### src/rtl/decoder_pkg.sv
// Shared state and mode encodings for the scanning one-hot decoder.
package decoder_pkg;

   typedef enum logic [1:0] {
      ST_IDLE   = 2'd0,
      ST_DIRECT = 2'd1,
      ST_SCAN   = 2'd2
   } state_t;

   localparam logic MODE_DIRECT = 1'b0;
   localparam logic MODE_SCAN   = 1'b1;

endpackage

### src/rtl/decoder_scan_tick_gen.sv
// Scan-rate prescaler: pulses tick once every DIV running cycles.
module tick_gen #(
   parameter int DIV = 4
) (
   input  logic clk,
   input  logic rst_n,
   input  logic clr,
   input  logic run,
   output logic tick
);

   localparam int CW = (DIV > 1) ? $clog2(DIV) : 1;
   localparam logic [CW-1:0] LOAD = CW'(DIV - 1);

   // Remaining-cycles down-counter: LOAD means zero cycles elapsed, 0 is terminal count.
   logic [CW-1:0] rem_q, rem_d, rem_eff;

   always_comb begin
      rem_eff = clr ? LOAD : rem_q;
      tick    = run && (rem_eff == '0);
      rem_d   = rem_q;
      if (run) begin
         rem_d = tick ? LOAD : (rem_eff - CW'(1));
      end else if (clr) begin
         rem_d = LOAD;
      end
   end

   always_ff @(posedge clk or negedge rst_n) begin
      if (!rst_n) begin
         rem_q <= LOAD;
      end else begin
         rem_q <= rem_d;
      end
   end

endmodule

### src/rtl/decoder_scan.sv
// Registered N-to-2^N one-hot decoder with enable, output polarity and auto-scan.
//   state     | meaning
//   ST_IDLE   | disabled: outputs inactive, index and prescaler frozen
//   ST_DIRECT | decode external select, prescaler cleared
//   ST_SCAN   | advance index every DIV cycles, pulse step on advance
module decoder_scan
   import decoder_pkg::*;
#(
   parameter int SEL_W      = 2,
   parameter int DIV        = 4,
   parameter int ACTIVE_LOW = 0
) (
   input  logic                    clk,
   input  logic                    rst_n,
   input  logic                    enable,
   input  logic                    mode,
   input  logic [SEL_W-1:0]        in,
   output logic [(1<<SEL_W)-1:0]   out,
   output logic [SEL_W-1:0]        index,
   output logic                    step
);

   localparam int NOUT = 1 << SEL_W;
   localparam logic [NOUT-1:0] INACTIVE = (ACTIVE_LOW != 0) ? '1 : '0;

   state_t            state_q, state_d;
   logic [SEL_W-1:0]  index_q, index_d;
   logic [NOUT-1:0]   out_q, out_d;
   logic              step_q, step_d;
   logic              pre_clr, pre_run, tick;

   // Actions follow the state chosen by the inputs sampled on this edge.
   always_comb begin
      if (!enable) begin
         state_d = ST_IDLE;
      end else if (mode == MODE_DIRECT) begin
         state_d = ST_DIRECT;
      end else begin
         state_d = ST_SCAN;
      end
   end

   assign pre_run = (state_d == ST_SCAN);
   assign pre_clr = (state_d == ST_DIRECT) || ((state_d == ST_SCAN) && (state_q != ST_SCAN));

   tick_gen #(.DIV(DIV)) u_tick (
      .clk   (clk),
      .rst_n (rst_n),
      .clr   (pre_clr),
      .run   (pre_run),
      .tick  (tick)
   );

   always_comb begin
      index_d = index_q;
      step_d  = 1'b0;
      out_d   = INACTIVE;
      case (state_d)
         ST_DIRECT: index_d = in;
         ST_SCAN: begin
            if (tick) begin
               index_d = index_q + SEL_W'(1);
               step_d  = 1'b1;
            end
         end
         default: ;
      endcase
      if (state_d != ST_IDLE) begin
         out_d = INACTIVE ^ (NOUT'(1) << index_d);
      end
   end

   always_ff @(posedge clk or negedge rst_n) begin
      if (!rst_n) begin
         state_q <= ST_IDLE;
         index_q <= '0;
         out_q   <= INACTIVE;
         step_q  <= 1'b0;
      end else begin
         state_q <= state_d;
         index_q <= index_d;
         out_q   <= out_d;
         step_q  <= step_d;
      end
   end

   assign out   = out_q;
   assign index = index_q;
   assign step  = step_q;

endmodule

### config.mk
export PLATFORM = sky130hd
export DESIGN_NAME = decoder_scan
export DESIGN_NICKNAME = d
export VERILOG_FILES = /design/src/rtl/decoder_pkg.sv /design/src/rtl/decoder_scan_tick_gen.sv /design/src/rtl/decoder_scan.sv
export SDC_FILE = /design/constraint.sdc
export NUM_CORES = 1
export LEC_CHECK = 0
export BUFFER_PORTS_ARGS = -buffer_cell sky130_fd_sc_hd__buf_4
export CAP_MARGIN = 20
export CORE_AREA = 2 2 39 41
export CTS_BUF_LIST = sky130_fd_sc_hd__clkbuf_4 sky130_fd_sc_hd__clkbuf_8
export CTS_CLUSTER_DIAMETER = 60
export CTS_CLUSTER_SIZE = 24
export DETAILED_ROUTE_END_ITERATION = 6
export DIE_AREA = 0 0 41 43
export PLACE_DENSITY = 0.62
export SETUP_SLACK_MARGIN = 0.5
export SLEW_MARGIN = 20
export SYNTH_ARGS = -nofsm -noshare
export SYNTH_HDL_FRONTEND = slang
export SYNTH_SLANG_ARGS = --single-unit
### constraint.sdc
create_clock -name clk -period 2.51 [get_ports clk]
set_input_delay 0.3765 -clock clk [delete_from_list [all_inputs] [get_ports clk]]
set_output_delay 0.3765 -clock clk [all_outputs]
set_load 0.01 [all_outputs]
# == Word-level counts from Yosys, hierarchy flattened ==
# Cells that the tools add are included.
# word_totals
inputBits,6
ff_bits,11
out_inout_bits,7
# op_classes
eq_ne,3
muxes,10
addsub,2
n_reduce_logical,5
shift,1
# op_table
operator,n
2-to-1 mux 2 bit,6
2-to-1 mux 4 bit,1
case mux 2 bit (2 select lines),1
"<< shifter 1 x 2 -> 4 bit, first input constant",1
"adder 2 x 1 -> 2 bit, second input constant",1
"equality test 2 x 1 -> 1 bit, second input constant",1
"equality test 2 bit, second input constant",1
logical AND 1 bit,2
logical NOT 2 bit,1
2-to-1 mux 1 bit,2
"!= test 2 bit, second input constant",1
nonzero test 2 bit,1
"subtractor 2 x 1 -> 2 bit, second input constant",1
logical OR 1 bit,1

# == Depth between registers and ports, before layout ==
# depth
word_depth,12
depth_mapped,8
mapped_depth_nobuf,7

# == Modules after synthesis ==
# From an unflattened synthesis, not the netlist that was laid out.
# hier_totals
cells_unflattened,45
area_unflattened_um2,520.5
# by_module_without_submodules
module,area_per_inst_um2,cells_each,instances
decoder_scan,415.4,36,1
tick_gen,105.1,9,1

# == Worst setup path after synthesis ==
# No wires, ideal clock.
# synth_path
path_kind,input to register
startpoint,input port enable
endpoint,"register out_q[2], in the netlist out[2]"
setup_ns,0.073
arrival_time_ns,1.574
stages,8
path_slack_ns,0.863
n_path_buf,1
path_cell_list,buf_6 inv_1 a31oi_1 nor2_1 ha_1 and4_1 a211oi_4 nor2b_1
# synth_between
elab_chain_cells,11
# synth_lines
element,line,source
"start, declared",decoder_scan.sv:15,"input logic enable,"
2-to-1 mux 2 bit (*),decoder_scan.sv:34,if (!enable) begin
equality test 2 bit,"decoder_scan.sv:43, decoder_scan.sv:44, decoder_scan.sv:58",
logical AND 1 bit,decoder_scan.sv:44,assign pre_clr = (state_d == ST_DIRECT) || ((state_d == ST_SCAN) && (state_q != ST_SCAN));
logical OR 1 bit,decoder_scan.sv:44,
2-to-1 mux 2 bit,-,
logical NOT 2 bit,decoder_scan_tick_gen.sv:20,tick = run && (rem_eff == '0);
logical AND 1 bit,decoder_scan_tick_gen.sv:20,
2-to-1 mux 2 bit,decoder_scan.sv:61,if (tick) begin
case mux 2 bit (2 select lines),decoder_scan.sv:58,case (state_d)
<< shifter 1 x 2 -> 4 bit,decoder_scan.sv:69,out_d = INACTIVE ^ (NOUT'(1) << index_d);
2-to-1 mux 4 bit (*),decoder_scan.sv:68,if (state_d != ST_IDLE) begin
net out_d[2],decoder_scan.sv:28,"logic [NOUT-1:0] out_q, out_d;"
"end signal, assigned",decoder_scan.sv:82,out_q <= out_d;
"end, declared",decoder_scan.sv:28,
# Mark *: on every way through the listed nets, which the timed path passes. The rest lies on a longest branch.

# == Worst setup path in the final report ==
# layout_path
startpoint,register state_q[1]
endpoint,"register out_q[2], in the netlist out[2]"
# layout_between
elab_chain_cells,10
# layout_lines
element,line,source
"start, declared",decoder_scan.sv:26,"state_t state_q, state_d;"
"start signal, assigned",decoder_scan.sv:80,state_q <= state_d;
!= test 2 bit,decoder_scan.sv:44,
logical AND 1 bit,decoder_scan.sv:44,
logical OR 1 bit,decoder_scan.sv:44,
2-to-1 mux 2 bit,-,
logical NOT 2 bit,decoder_scan_tick_gen.sv:20,
logical AND 1 bit,decoder_scan_tick_gen.sv:20,
2-to-1 mux 2 bit,decoder_scan.sv:61,
case mux 2 bit (2 select lines),decoder_scan.sv:58,
<< shifter 1 x 2 -> 4 bit,decoder_scan.sv:69,
2-to-1 mux 4 bit,decoder_scan.sv:68,
net out_d[2],decoder_scan.sv:28,
# The timed path passes the listed nets, and every way through them passes these cells.

==> impl_metrics.tcl <==
set metrics [dict create \
    status "finished, final reports clean" \
    insertedDiodeCount 0 \
    rr_startpoint "state_q[1]" \
    postCtsSetupRepairBufs 0 \
    via_per_inst 4.76 \
    synth.area.top_cells "dfrtp_1 (43%), dfstp_2 (10%), a21oi_1 (4.8%), nor2b_1 (4.8%), a211oi_4 (3.8%)" \
    coreArea_um2 1380 \
    drv_cap 0 \
    use_met1 0.183 \
    ff_latch_area_um2 278 \
    clock_skew_ns 0.00520 \
    synthFlopType "dfrtp_1" \
    die_w_um 41 \
    vdd_ir_drop_max_mv 0.330 \
    met3_usage 0.0157 \
    ant_nets 0 \
    grt_pass1_wl_um 1440 \
    rsz0062_at_grt "false" \
    worst_pin_slew_ns 0.265 \
    drc 0 \
    finalWorstPathRequiredPeriod_ns 1.60 \
    rows 14 \
    grt_pass1_vias 345 \
    drt-initial-drc-count 7 \
    cts-buffers-inserted 3 \
    drv_slew 0 \
    path_max_fanout 6 \
    grt_max_degree 15 \
    yosysWarnings 0 \
    final_common_cell "buf_4" \
    fmax_ghz 0.626 \
    drive_above_1_share 0.313 \
    required_ns 2.71 \
    gp_congestion 0.711 \
    synthCells 49 \
    syn_area_um2 526 \
    cts_sinks 11 \
    relSlewSlack 0.823 \
    critPathLaunchType "flop" \
    use_met2 0.150 \
    grt_overflow 0 \
    place_ws_ns 0.678 \
    powerDensity_nw_per_um2 624 \
    synth_edf_count 0 \
    cts_tree "built" \
    async_flop_share 1.00 \
    root_buffer "clkbuf_4" \
    htree_levels 1 \
    setup.worst_path.start "state_q[1]" \
    cp_data_arrival_time_ns 1.80 \
    clk_latency_ns 0.26 \
    wirelength_um 822 \
    area_delta_synth_final_pct 25.0 \
    worstSetupEndpoint "out[2]" \
    num-nets-final 72 \
    dieArea_um2 1760 \
    die_y_um 43 \
    antenna_found_initial 0 \
    finalCritPeriodShare 0.636 \
    p_leak_nw 0.308 \
    final_cell_mix "buf_4 (12), dfrtp_1 (9), a21oi_1 (5)" \
    crit_type "reg2reg" \
    whs_path_depth 2 \
    post-synth-top-area-cell "dfrtp_1" \
    dp_hpwl_um 608 \
    setup_viol 0 \
    synth.top_cell.area_share 0.429 \
    clk_path_buf_depth 2 \
    regToRegEndpoint "out[2]" \
    fillers 144 \
    port_buffers 12 \
    hold_path_class "in2reg" \
    wl_per_cell_um 10.3 \
    io_pins 13 \
    final_util 0.475 \
    grt_usage 0.126 \
    clk_pin_slew_worst_paths_ns 0.07 \
    firstDrtPassIters 5 \
    end_kind "flop" \
    rr_worst_depth 6 \
    synth_area_per_cell_um2 10.7 \
    initial_core_util 0.380 \
    fin_ws_ns 0.913 \
    busiest_layer "met1" \
    synth_cell_type_count 25 \
    synth.net_count 56 \
    totalPowerFinal_mw 0.410 \
    vias 381 \
    ff2ff_setup_slack_ns 0.91 \
    ys_seq_area_frac 0.529 \
    fin_tns_setup_ns 0 \
    synth-seq-cells 11 \
    hold_violations 0 \
    multi_input_area_um2 218 \
]
layer usage:
layer	wire length, um	part of all wire	up-vias
met5	0	0	-
met4	14	0.017	0
met3	60	0.073	2
met2	360	0.44	15
met1	386	0.47	164
li1	-	-	200
through the flow:
step | cell area (um^2) | hold slack [ns] | instances
after floorplan | 526 | 0.0809 | 49
after global placement | 617 | 0.217 | 75
after detailed placement | 617 | 0.219 | 75
after CTS | 657 | 0.347 | 80
after global routing | 657 | 0.371 | 80
final | 657 | 0.358 | 80
kinds of logic (layout without fill, tap and decap cells):
kind of cell / after synthesis / in the layout / share of synthesized area
xor+xnor: 1 / 1 / 0.0167
buf+inv: 5 / 20 / 0.0571
simple gates: 16 / 16 / 0.164
fa+ha+maj: 1 / 1 / 0.0238
flops: 11 / 11 / 0.529
compound gates: 15 / 15 / 0.210
cell type report:
type | instances | area share
Clock buffer | 4 | 0.0457
Inverter | 3 | 0.0171
Multi-Input combinational cell | 33 | 0.331
Sequential cell | 11 | 0.423
Tap cell | 16 | 0.0305
Timing Repair Buffer | 13 | 0.152
timing repair:
| item | 4_1_cts | 5_1_grt |
|---|---|---|
| gates resized for setup | 0 | 0 |
| endpoints found under the hold margin | 9 | 0 |
| hold buffers | 1 | 0 |
worst max-delay path, stage by stage (launching register included):
cell      delay [ns]
dfrtp_1         0.37
a31oi_1         0.27
nor2_1          0.07
ha_1            0.27
and4_1          0.21
a211oi_4        0.20
nor2b_1         0.15
power breakdown:
| part | total, mW | switching (mW) | internal (mW) |
|---|---|---|---|
| sequential | 0.207 | 0.0111 | 0.195 |
| combinational | 0.0753 | 0.0361 | 0.0392 |
| clock | 0.128 | 0.0555 | 0.0723 |
state kept, by name (all words and copies together) (netlist names):
name,flops
state_q,2
out,4
u_tick.rem_q,2
step,1
index,2
worst min path at each step:
stage | startpoint | to | slack (ns)
final | enable | index[0] | 0.36
after global routing | enable | index[0] | 0.37
after detailed placement | rst_n | state_q[0] | 0.22
after CTS | enable | index[0] | 0.35
after global placement | rst_n | state_q[0] | 0.22
after floorplan | rst_n | index[0] | 0.08
synthesized netlist by cell type, drive strengths merged (2+ instances only):
cell	instances
and2	2
nand2	2
nor2b	4
dfrtp	9
buf	2
a21oi	5
dfstp	2
nor2	4
o21ai	3
inv	3
Note: power is estimated with default switching activity, not from simulation.
